## src/rtl/univ_shift_register.sv

```systemverilog
`default_nettype none
// ============================================================================
// Module   : univ_shift_register
// Brief    : Universal shift register with manual ops and counted burst shifts
// Revision : 1.0 - initial release
// ============================================================================
module univ_shift_register #(
  parameter int WIDTH = 8,
  localparam int CW = $clog2(WIDTH + 1)
) (
  input  logic             clk,
  input  logic             reset_n,
  input  logic             en,
  input  logic [1:0]       mode,
  input  logic             si_lsb,
  input  logic             si_msb,
  input  logic [WIDTH-1:0] pdata_in,
  input  logic             start,
  input  logic             dir,
  input  logic [CW-1:0]    count,
  output logic [WIDTH-1:0] pdata_out,
  output logic             so_msb,
  output logic             so_lsb,
  output logic             busy,
  output logic             done
);

  localparam logic [1:0]    MODE_HOLD  = 2'b00;
  localparam logic [1:0]    MODE_LEFT  = 2'b01;
  localparam logic [1:0]    MODE_RIGHT = 2'b10;
  localparam logic [1:0]    MODE_LOAD  = 2'b11;
  localparam logic [CW-1:0] MAX_COUNT  = CW'(WIDTH);
  localparam logic [CW-1:0] ONE_COUNT  = CW'(1);

  typedef enum logic [1:0] {
    IDLE  = 2'd0,
    SHIFT = 2'd1,
    DONE  = 2'd2
  } state_t;

  state_t           state_q, state_d;
  logic [WIDTH-1:0] sr_q, sr_d;
  logic [CW-1:0]    rem_q, rem_d;
  logic             dir_q, dir_d;

  logic [WIDTH-1:0] shl_val;
  logic [WIDTH-1:0] shr_val;
  logic [CW-1:0]    count_clamped;

  assign shl_val       = {sr_q[WIDTH-2:0], si_lsb};
  assign shr_val       = {si_msb, sr_q[WIDTH-1:1]};
  assign count_clamped = (count > MAX_COUNT) ? MAX_COUNT : count;

  always_comb begin
    state_d = state_q;
    sr_d    = sr_q;
    rem_d   = rem_q;
    dir_d   = dir_q;
    case (state_q)
      IDLE: begin
        if (start) begin
          // Register is left untouched on the capture edge; shifting starts next edge.
          dir_d   = dir;
          rem_d   = count_clamped;
          state_d = (count_clamped == '0) ? DONE : SHIFT;
        end else if (en) begin
          case (mode)
            MODE_LEFT:  sr_d = shl_val;
            MODE_RIGHT: sr_d = shr_val;
            MODE_LOAD:  sr_d = pdata_in;
            MODE_HOLD:  sr_d = sr_q;
            default:    sr_d = sr_q;
          endcase
        end
      end
      SHIFT: begin
        sr_d  = dir_q ? shr_val : shl_val;
        rem_d = rem_q - ONE_COUNT;
        if (rem_q == ONE_COUNT) begin
          state_d = DONE;
        end
      end
      DONE: begin
        state_d = IDLE;
      end
      default: begin
        state_d = IDLE;
      end
    endcase
  end

  always_ff @(posedge clk or negedge reset_n) begin
    if (!reset_n) begin
      state_q <= IDLE;
      sr_q    <= '0;
      rem_q   <= '0;
      dir_q   <= 1'b0;
    end else begin
      state_q <= state_d;
      sr_q    <= sr_d;
      rem_q   <= rem_d;
      dir_q   <= dir_d;
    end
  end

  assign pdata_out = sr_q;
  assign so_msb    = sr_q[WIDTH-1];
  assign so_lsb    = sr_q[0];
  assign busy      = (state_q == SHIFT);
  assign done      = (state_q == DONE);

endmodule
`default_nettype wire

```

## config.mk

```make
export PLATFORM = sky130hd
export DESIGN_NAME = univ_shift_register
export DESIGN_NICKNAME = d
export VERILOG_FILES = /design/src/rtl/univ_shift_register.sv
export SDC_FILE = /design/constraint.sdc
export NUM_CORES = 1
export LEC_CHECK = 0
export BUFFER_PORTS_ARGS = -buffer_cell sky130_fd_sc_hd__buf_2
export CORE_MARGIN = 4
export CORE_UTILIZATION = 31
export CTS_BUF_LIST = sky130_fd_sc_hd__clkbuf_4 sky130_fd_sc_hd__clkbuf_8 sky130_fd_sc_hd__clkbuf_16
export CTS_CLUSTER_SIZE = 30
export DETAILED_ROUTE_END_ITERATION = 16
export GPL_TIMING_DRIVEN = 0
export HOLD_SLACK_MARGIN = 0.15
export SETUP_SLACK_MARGIN = 0.05
export SLEW_MARGIN = 30
export SYNTH_ARGS = -nofsm -noshare
export SYNTH_HDL_FRONTEND = slang
export SYNTH_SLANG_ARGS = --single-unit
```

## constraint.sdc

```tcl
create_clock -name clk -period 1.7 [get_ports clk]
set_input_delay 0.085 -clock clk [delete_from_list [all_inputs] [get_ports clk]]
set_output_delay 0.085 -clock clk [all_outputs]
set_load 0.03 [all_outputs]
```

Word level (Yosys, flattened, before mapping)
Cells that the tools add are included.

word-level totals
  register bits after elaboration = 15
  input port bits = 21
  output and inout bits = 12
  logic and storage cells = 37

operators by class
  magnitude comparators = 1
  reduce and logical (&&, ||, !) cells = 8
  add/subtract/negate cells = 1
  mux-type cells = 12
  equality and inequality tests = 11

operators by type and width
  cell                 number
  $mux 8               3
  $pmux 8 s3           1
  $pmux 8 s2           1
  $mux 4               2
  $ne 2x2->1 const B   4
  $pmux 4 s2           1
  $eq 2x2->1 const B   3
  $mux 2               3
  $reduce_and 2->1     3
  $eq 2x1->1 const B   2
  $eq 4x1->1 const B   1
  $gt 4x4->1 const B   1
  $logic_not 2->1      2
  $logic_not 4->1      1
  $pmux 2 s2           1
  $reduce_and 4->1     1
  $sub 4x1->4 const B  1
  $ne 2x1->1 const B   1
  $reduce_bool 2->1    1

Logic depth before layout (Yosys ltp)
Gate-level depths: netlist of the first run.

  depth after elaboration = 6
  depth in mapped cells = 6
  mapped depth without buffers = 5

Worst setup path after synthesis of the first run
OpenSTA, ideal clock, no wires.

  path kind = register to register
  start point = register state_q[1]
  end point = register sr_q[0] (netlist: pdata_out[0])
  data required time = 1575 ps
  data arrival time = 1183 ps
  setup time = 125 ps
  stages on the path, launching flop included = 6
  period minus slack after synthesis = 1308 ps
  path buffers = 1
  path slack = 392 ps
  cell sequence = dfrtp_1 > buf_6 > nand2b_4 > nand2_1 > o221ai_1 > mux2_2

on the way
  word-level cells in the longest chain between the ends = 3
  elaborated cells between the ends (all ways) = 8
  classes of those cells = eq/ne (4); mux (1); reduce/logical (3)

RTL lines
  what                                                              RTL line  source
  start, declared                                                   41        state_t state_q, state_d;
  start signal, assigned                                            99        state_q <= state_d;
  $logic_not 2->1 / $eq 2x1->1 (equally long branches)              59        case (state_q)
  $ne 2x2->1 (no line) / $reduce_bool 2->1 (equally long branches)  -
  $reduce_and 4->1 (no line)                                        -
  end signal, assigned                                              100       sr_q <= sr_d;
  end, declared                                                     42        logic [WIDTH-1:0] sr_q, sr_d;

Several ways; a longest one is shown, not always the timed one.
A chain may end at the register's enable or synchronous reset.

Final worst setup path of the first run
  start point = register state_q[1]
  end point = output port busy

on the way
  word-level cells in the longest chain between the ends = 1

RTL lines
  what           RTL line  source
  $eq 2x1->1     109       assign busy = (state_q == SHIFT);
  end, declared  24        output logic busy,

Every way passes these cells.

==> impl_metrics.env, run 1 <==
export IMPL_cts_root_buf="clkbuf_4"
export IMPL_first_pass_iters=5
export IMPL_p_leak_nw=0.647
export IMPL_place_area_mm2=0.00133
export IMPL_fin_crit_sh_pct=90.2
export IMPL_ys_warn_count=0
export IMPL_worstHoldEndpoint="rem_q[0]$_DFFE_PN0P_"
export IMPL_most_common_layout_cells="32 x buf_2, 16 x mux2i_1, 15 x dfrtp_1"
export IMPL_cp_data_arrival_time_ns=1.45
export IMPL_synth_edf_count=0
export IMPL_insertion_delay_ns=0.28
export IMPL_cts_max_level=1
export IMPL_synth_cell_types=31
export IMPL_critical_path_required_ns=1.62
export IMPL_gp_congestion=0.828
export IMPL_cts_clk_slew_worst_paths_ns=0.09
export IMPL_clock_skew_ns=0.00621
export IMPL_endpoint_kind="primary output"
export IMPL_grt_pass1_wl_um=4320
export IMPL_max_stage_delay_ns=0.38
export IMPL_cp_cell_sequence="buf_6 > nand2b_4 > buf_8 > buf_12 > inv_1 > buf_2"
export IMPL_postRouteAntennaNets=0
export IMPL_syn_nets=131
export IMPL_drv_slew=0
export IMPL_r2r_end="pdata_out[7]$_DFFE_PN0P_"
export IMPL_cp_slowest_cell="dfrtp_1"
export IMPL_num_io_pins=33
export IMPL_syn_avg_cell_area_um2=10.3
export IMPL_netlist_instances=108
export IMPL_worstSetupPathType="reg -> out"
export IMPL_synth_cell_area_mm2=0.00111
export IMPL_r2r_setup_slack_ns=0.24
export IMPL_area_growth_syn_to_layout_pct=23.6
export IMPL_dr_first_iter_drc_count=38
export IMPL_track_usage_pct=12.3
export IMPL_async_flop_share_pct=100
export IMPL_finish_net_count=169
export IMPL_dp_hpwl_um=2000
export IMPL_hold_viol=0
export IMPL_yosysSeqAreaShare_pct=33.7
export IMPL_worstMarginPinSlew_ns=0.447
export IMPL_grt_overflow=0
export IMPL_cp_top_family="buffers and inverters"
export IMPL_antenna_found_initial=0
export IMPL_fp_dieH_um=67.9
export IMPL_vias=978
export IMPL_max_freq_mhz=652
export IMPL_finalCriticalPeriod_ns=1.53
export IMPL_coreArea_mm2=0.00339
export IMPL_clock_sinks=15
export IMPL_cts_setup_buffers=0
export IMPL_min_from="count[0]"
export IMPL_wl_per_cell_um=13.6
export IMPL_numCtsBuffers=3
export IMPL_tns_ns=0
export IMPL_drt_vias_per_instance=5.12
export IMPL_holdPathStages=3
export IMPL_worst_slew_margin_rel_pct=69.9
export IMPL_finalWirelength_um=2600
export IMPL_r2r_cells=5
export IMPL_ys_ff_latch=15
export IMPL_r2r_start="state_q[1]$_DFFE_PN0P_"
export IMPL_start_kind="register"
export IMPL_start_util_pct=32.8
export IMPL_drive_gt1_share_pct=38.6
export IMPL_setup_viol=0
export IMPL_die_x_um=67.9
export IMPL_path_max_fanout=10
export IMPL_maxCapViolations=0
export IMPL_grt_pass1_vias=923
export IMPL_drc=0
export IMPL_diodes=0
export IMPL_rsz0062_at_grt="false"
export IMPL_grt_max_degree=16
export IMPL_die_area_mm2=0.00461
export IMPL_path_buf_inv=5
export IMPL_ir_worst_vdd_mv=0.544
export IMPL_cts_buffer_depth=2
export IMPL_status="finished, final reports clean"
export IMPL_port_buffers=31
export IMPL_hold_class="in -> reg"
export IMPL_cts_tree="built"
export IMPL_final_common_cell="buf_2"
export IMPL_rows=21
export IMPL_synthFlopType="dfrtp_1"
export IMPL_powerDensity_mw_per_mm2=1810
export IMPL_design_area_mm2=0.00138
==> where the power goes <==
part	switching, W	internal (W)
Sequential	0.000213	0.000531
Clock	0.000110	0.000107
Combinational	0.000805	0.000724
==> cells by family (layout without fill, tap and decap cells) <==
| logic type | after synthesis | in the layout | share of synthesized area [%] |
|---|---|---|---|
| compound gates | 23 | 23 | 16.5 |
| fa+ha+maj | 2 | 2 | 2.25 |
| buf+inv | 14 | 51 | 9.11 |
| simple gates | 29 | 29 | 14.9 |
| flops | 15 | 15 | 33.7 |
| mux | 25 | 25 | 23.5 |
==> layout make-up <==
class,instances,area (um^2)
plain buffers,8,78.8
inverters,6,22.5
well taps,46,57.6
clock buffers,4,30.0
repair buffers,33,175
fillers,369,2010
multi-input cells,79,636
flip-flops and latches,15,375
==> tightest hold or removal path, cell delays in order <==
cell	delay (ns)
buf_2	0.09
a22oi_1	0.06
o221ai_1	0.17
==> stage by stage <==
stage	total power [W]	util, %	std cells	setup WS (ns)	hold slack (ns)
6_report	0.00249	40.6	191	0.166	0.157
5_1_grt	0.00272	40.6	191	0.0955	0.158
4_1_cts	0.00253	40.6	191	0.152	0.157
3_5_place_dp	0.00230	39.1	185	0.247	0.0208
3_3_place_gp	0.00226	39.1	185	0.256	0.0180
2_1_floorplan	0.00193	-	108	0.392	-0.211
==> synthesized netlist by cell type (3+ instances only) <==
master | number | area share (%)
a21oi_1 | 3 | 1.3
buf_4 | 3 | 2.0
dfrtp_1 | 15 | 34
inv_1 | 5 | 1.7
mux2_2 | 9 | 9.1
mux2i_1 | 16 | 14
nand2_1 | 5 | 1.7
nand3b_1 | 8 | 5.4
nor2_1 | 7 | 2.4
o221ai_1 | 10 | 7.9
==> state kept, by name, indices dropped and copies added (netlist names) <==
signal     flops
dir_q          1
rem_q          4
pdata_out      8
state_q        2
==> how the worst max path moves through the flow <==
stage | depth (start not counted) | from | endpoint
2_1_floorplan | 5 | state_q[1]$_DFFE_PN0P_ | pdata_out[0]$_DFFE_PN0P_
3_3_place_gp | 5 | state_q[1]$_DFFE_PN0P_ | pdata_out[1]$_DFFE_PN0P_
3_5_place_dp | 5 | state_q[1]$_DFFE_PN0P_ | pdata_out[7]$_DFFE_PN0P_
4_1_cts | 6 | state_q[1]$_DFFE_PN0P_ | busy
5_1_grt | 6 | state_q[1]$_DFFE_PN0P_ | busy
6_report | 6 | state_q[1]$_DFFE_PN0P_ | busy
==> routing by layer <==
layer | wire, um | up-vias | GRT usage, %
met2 | 1180 | 33 | 20.5
met5 | 0 | - | 0
met1 | 1210 | 458 | 15.8
met4 | 13 | 0 | 3.72
met3 | 185 | 2 | 2.63
li1 | - | 485 | -
==> timing repair <==
item                                    4_1_cts  5_1_grt
hold endpoints to repair                     16        0
endpoints found under the setup margin        0        0
resized for setup                             0        0
hold buffers                                  2        0
Power figures use the tool's default switching activity.
==> inputs of run 2 (changes only) <==
ABC_AREA = 1   (was not set)
==> run 2 against run 1 <==
Against the previous run: first-iteration DRC count decreased by 37%; largest cell class unchanged; sequential share of layout area down 1.4 points; routed wire length grew 11%; sequential power decreased by 4.7%; fmax is 16% higher; count of clock-buffer cells in the layout unchanged; via count rose by 22%; design area up 5.4%; final cell count up 34%; global-route usage rose by 0.17 points.
==> impl_metrics.env, run 2 <==
export IMPL_ir_worst_vdd_mv=0.693
export IMPL_start_util_pct=33.5
export IMPL_cts_clk_slew_worst_paths_ns=0.06
export IMPL_p_leak_nw=0.798
export IMPL_cts_tree="built"
export IMPL_cts_resized=0
export IMPL_finalCriticalPeriod_ns=1.33
export IMPL_ys_warn_count=0
export IMPL_drv_slew=0
export IMPL_powerDensity_mw_per_mm2=1840
export IMPL_maxCapViolations=0
export IMPL_postRouteAntennaNets=0
export IMPL_antenna_found_initial=0
export IMPL_gp_congestion=0.803
export IMPL_yosysMostFrequentCell="nand2_1"
export IMPL_hold_viol=0
export IMPL_rows=21
export IMPL_grt_pass1_vias=1110
export IMPL_fin_crit_sh_pct=78.1
export IMPL_syn_nets=196
export IMPL_async_flop_share_pct=100
export IMPL_critical_path_required_ns=1.62
export IMPL_clock_sinks=15
export IMPL_cp_data_arrival_time_ns=1.24
export IMPL_first_pass_iters=4
export IMPL_die_x_um=69.2
export IMPL_cp_slowest_cell="dfrtp_1"
export IMPL_area_growth_syn_to_layout_pct=24.7
export IMPL_grt_pass1_wl_um=5020
export IMPL_yosysTopAreaCellShare_pct=32.3
export IMPL_start_kind="register"
export IMPL_synth_area_leaders="dfrtp_1 32%, nand2_1 20%, nand3_1 16%"
export IMPL_synthFlopType="dfrtp_1"
export IMPL_total_power_w=0.00267
export IMPL_max_stage_delay_ns=0.37
export IMPL_cts_buffer_depth=2
export IMPL_stdcell_count=256
export IMPL_finish_net_count=234
export IMPL_cp_cell_sequence="inv_2 > nand2_4 > inv_4 > buf_6 > buf_2"
export IMPL_netlist_instances=173
export IMPL_max_freq_mhz=754
export IMPL_num_io_pins=33
export IMPL_status="finished, final reports clean"
export IMPL_grt_max_degree=16
export IMPL_final_common_cell="nand2_1"
export IMPL_clock_skew_ns=0.00172
export IMPL_ys_ff_latch=15
export IMPL_synth_top_cells_by_count="61 x nand2_1, 38 x nand3_1, 15 x dfrtp_1"
export IMPL_drc=0
export IMPL_grt_overflow=0
export IMPL_wl_per_cell_um=11.2
export IMPL_drive_gt1_share_pct=24.8
export IMPL_holdPathStages=4
export IMPL_synth_cell_types=18
export IMPL_holdWs_ns=0.160
export IMPL_diodes=0
export IMPL_numCtsBuffers=3
export IMPL_drt_vias_per_instance=4.68
export IMPL_worst_slew_margin_rel_pct=75.9
export IMPL_r2r_cells=6
export IMPL_insertion_delay_ns=0.24
export IMPL_worstMarginPinSlew_ns=0.361
export IMPL_synth_edf_count=0
export IMPL_synth_cell_area_mm2=0.00116
export IMPL_synth_top_area_cell="dfrtp_1"
export IMPL_cts_root_buf="clkbuf_8"
export IMPL_tns_ns=0
export IMPL_track_usage_pct=12.4
export IMPL_cts_max_level=1
export IMPL_endpoint_kind="primary output"
export IMPL_yosysSeqAreaShare_pct=32.3
export IMPL_path_max_fanout=10
export IMPL_dr_first_iter_drc_count=24
export IMPL_coreArea_mm2=0.00347
export IMPL_placed_cells=249
export IMPL_vias=1198
export IMPL_finalWirelength_um=2880
export IMPL_most_common_layout_cells="61 x nand2_1, 38 x nand3_1, 32 x buf_2"
export IMPL_worstSetupPathType="reg -> out"
export IMPL_syn_avg_cell_area_um2=6.72
export IMPL_port_buffers=30
export IMPL_die_area_mm2=0.00479
export IMPL_dp_hpwl_um=2220
export IMPL_rsz0062_at_grt="false"
export IMPL_largest_reg_flops=8
export IMPL_cts_setup_buffers=0
export IMPL_hold_class="in -> reg"
export IMPL_fillers=397
export IMPL_setup_viol=0
export IMPL_fp_dieH_um=69.2
run 2: changes by cell type after synthesis, moves of 3 or more:
cell | previous run | this run
o221ai_1 | 10 | 0
mux2_2 | 9 | 0
mux2i_1 | 16 | 0
o21ai_0 | 2 | 7
nand3_1 | 2 | 38
inv_4 | 0 | 3
o211ai_1 | 0 | 7
nand2_4 | 0 | 3
inv_1 | 5 | 12
nand3b_1 | 8 | 0
nand2_1 | 5 | 61
run 2: repair_timing:
item / CTS / global route
hold buffers: 3 / 0
hold endpoints to repair: 17 / 0
setup endpoints to repair: 0 / 0
run 2: cell families after synthesis:
kind of cell / synth area share (%)
AND/OR/NAND/NOR: 44.2
buffers and inverters: 12.5
AO/OA/AOI/OAI: 8.83
flip-flops: 32.3
adder cells (fa/ha/maj): 2.15
run 2: path summary, 6_finish.rpt:
check                      slack [ns]                        to              startpoint
max reg2reg                      0.51      rem_q[0]$_DFFE_PN0P_  state_q[1]$_DFFE_PN0P_
min                              0.16    state_q[1]$_DFFE_PN0P_                count[3]
max in group asynchronous        1.16  pdata_out[0]$_DFFE_PN0P_                 reset_n
min reg2reg                      0.52      rem_q[3]$_DFFE_PN0P_    rem_q[3]$_DFFE_PN0P_
max                              0.37                      busy  state_q[1]$_DFFE_PN0P_
min in group asynchronous        0.28      rem_q[3]$_DFFE_PN0P_                 reset_n
run 2: final cells by class:
cell class / count / area [um^2] / share of cell area, %
Multi-Input combinational cell: 132 / 642 / 44.3
Sequential cell: 15 / 375 / 25.9
Timing Repair Buffer: 33 / 180 / 12.4
Buffer: 9 / 73.8 / 5.09
Inverter: 17 / 71.3 / 4.92
Tap cell: 46 / 57.6 / 3.97
Clock buffer: 4 / 48.8 / 3.37
run 2: power breakdown:
part / leakage, nW / switching (W) / total (W) / internal (W)
registers: 0.188 / 0.000178 / 0.000709 / 0.000531
clock network: 0.0262 / 0.000121 / 0.000303 / 0.000182
logic: 0.584 / 0.00108 / 0.00166 / 0.000579
run 2: worst max-delay path, delay by kind of cell, from the launching register on:
kind          cells  cell delay [ns]
buf+inv           4             0.51
flops             1             0.37
simple gates      1             0.10
run 2: per-layer routing:
layer / share of wire, % / GRT usage, % / vias to the layer above
met1: 47 / 15.9 / 523
met5: 0 / 0 / -
met4: 0.42 / 4.12 / 0
li1: - / - / 637
met2: 45 / 20.1 / 36
met3: 7.4 / 3.33 / 2
run 2: through the flow:
| step | utilization (%) | setup slack (ns) | instance area, um^2 |
|---|---|---|---|
| 3_3_place_gp | 39.5 | 0.517 | 1370 |
| 2_1_floorplan | - | 0.604 | 1160 |
| 3_5_place_dp | 39.5 | 0.519 | 1370 |
| 4_1_cts | 41.8 | 0.352 | 1450 |
| 5_1_grt | 41.8 | 0.294 | 1450 |
| 6_report | 41.8 | 0.373 | 1450 |
==> inputs of run 3 (changes only) <==
clock period = 1.4 ns   (was 1.7 ns; I/O delays follow)
==> run 3 against run 2 <==
Against the previous run: sequential share of layout area shrank 0.35 points; final cell count is 0.78% higher; worst hold slack lost 0.0041 ns; core utilization increased by 0.58 points; non-clock buffer count grew 2; total power up 23%; combinational power is 23% higher.
==> impl_metrics.env, run 3 (same netlist as run 2, synthesis figures left out) <==
export IMPL_diodes=0
export IMPL_use_met1_pct=16.0
export IMPL_finish_net_count=236
export IMPL_hold_class="in -> reg"
export IMPL_drt_vias_per_instance=4.70
export IMPL_finalCriticalPeriod_ns=1.25
export IMPL_vias=1212
export IMPL_powerDensity_mw_per_mm2=2230
export IMPL_wl_per_cell_um=11.2
export IMPL_die_area_mm2=0.00479
export IMPL_finalWirelength_um=2900
export IMPL_rsz0062_at_grt="false"
export IMPL_rows=21
export IMPL_clock_skew_ns=0.00172
export IMPL_total_power_w=0.00327
export IMPL_final_common_cell="nand2_1"
export IMPL_postRouteAntennaNets=0
export IMPL_first_pass_iters=4
export IMPL_coreArea_mm2=0.00347
export IMPL_max_stage_delay_ns=0.37
export IMPL_status="finished, final reports clean"
export IMPL_top_usage_layer="met2"
export IMPL_grt_pass1_vias=1115
export IMPL_endpoint_kind="primary output"
export IMPL_worstMarginPinSlew_ns=0.361
export IMPL_drive_gt1_share_pct=25.0
export IMPL_worst_slew_margin_rel_pct=75.9
export IMPL_pre_cts_slack_ns=0.219
export IMPL_use_met3_pct=3.33
export IMPL_dr_first_iter_drc_count=26
export IMPL_worstSetupPathType="reg -> out"
export IMPL_port_buffers=30
export IMPL_grt_max_degree=16
export IMPL_antenna_found_initial=0
export IMPL_numCtsBuffers=3
export IMPL_p_leak_nw=0.807
export IMPL_insertion_delay_ns=0.24
export IMPL_dp_hpwl_um=2220
export IMPL_drv_slew=0
export IMPL_clock_sinks=15
export IMPL_use_met2_pct=20.3
export IMPL_fin_crit_sh_pct=89.1
export IMPL_cp_top_family="buffers and inverters"
export IMPL_cts_buffer_depth=2
export IMPL_start_util_pct=33.5
export IMPL_hold_viol=0
export IMPL_cp_data_arrival_time_ns=1.18
export IMPL_critical_path_required_ns=1.33
export IMPL_grt_overflow=0
export IMPL_area_growth_syn_to_layout_pct=26.4
export IMPL_cp_cell_sequence="inv_2 > nand2_4 > inv_4 > buf_6 > buf_4"
export IMPL_path_buf_inv=4
export IMPL_holdWs_ns=0.156
export IMPL_cts_tree="built"
export IMPL_die_x_um=69.2
export IMPL_cts_max_level=1
export IMPL_largest_reg_flops=8
export IMPL_setup_viol=0
export IMPL_fin_ws_ns=0.153
export IMPL_drc=0
export IMPL_gp_congestion=0.803
export IMPL_fp_dieH_um=69.2
export IMPL_final_util_pct=42.4
export IMPL_cp_slowest_cell="dfrtp_1"
export IMPL_ir_worst_vdd_mv=0.858
export IMPL_cts_root_buf="clkbuf_8"
export IMPL_num_io_pins=33
export IMPL_track_usage_pct=12.5
export IMPL_tns_ns=0
export IMPL_grt_pass1_wl_um=5060
export IMPL_cts_clk_slew_worst_paths_ns=0.06
export IMPL_most_common_layout_cells="61 x nand2_1, 38 x nand3_1, 31 x buf_2"
export IMPL_max_freq_mhz=802
export IMPL_path_max_fanout=10
export IMPL_start_kind="register"
export IMPL_maxCapViolations=0
[run 3: final timing paths]
| kind | startpoint | end | slack [ns] | depth (start not counted) |
|---|---|---|---|---|
| setup reg to reg | state_q[0]$_DFFE_PN0P_ | rem_q[0]$_DFFE_PN0P_ | 0.22 | 6 |
| hold / removal | count[2] | state_q[1]$_DFFE_PN0P_ | 0.16 | 4 |
| min in group asynchronous | reset_n | rem_q[3]$_DFFE_PN0P_ | 0.26 | 2 |
| hold reg to reg | rem_q[3]$_DFFE_PN0P_ | rem_q[3]$_DFFE_PN0P_ | 0.52 | 2 |
| setup / recovery | state_q[1]$_DFFE_PN0P_ | busy | 0.15 | 5 |
| max in group asynchronous | reset_n | pdata_out[0]$_DFFE_PN0P_ | 0.87 | 2 |
[run 3: through the flow]
stage / instance area (um^2) / std cells
2_1_floorplan: 1160 / 173
3_3_place_gp: 1370 / 249
3_5_place_dp: 1370 / 249
4_1_cts: 1460 / 257
5_1_grt: 1470 / 258
6_report: 1470 / 258
[run 3: tightest hold or removal path: cells and delay by family]
kind | cells | cell delay, ns
AOI/OAI and AO/OA | 1 | 0.07
buffers and inverters | 1 | 0.09
and+or+nand+nor | 2 | 0.13
[run 3: timing repair]
| item | CTS | global route |
|---|---|---|
| resized for setup | 0 | 2 |
| setup buffers | 0 | 1 |
| endpoints found under the hold margin | 18 | 0 |
| hold buffers | 4 | 0 |
| setup endpoints to repair | 0 | 1 |
[run 3: area by class of cell]
class | instances | area [um^2]
Fill cell | 398 | 2000
Multi-Input combinational cell | 132 | 642
Sequential cell | 15 | 375
Timing Repair Buffer | 35 | 200
Buffer | 9 | 73.8
Inverter | 17 | 71.3
Tap cell | 46 | 57.6
Clock buffer | 4 | 48.8
[run 3: power by group]
part           total, W  switching (W)  internal, W
clock network  0.000368       0.000147     0.000221
logic           0.00204        0.00131     0.000728
registers      0.000861       0.000216     0.000644
total           0.00327        0.00168      0.00159
[run 3: routing by layer]
metal | up-vias | wire [um]
li1 | 642 | -
met1 | 529 | 1360
met2 | 39 | 1310
met3 | 2 | 215
met4 | 0 | 12
met5 | - | 0
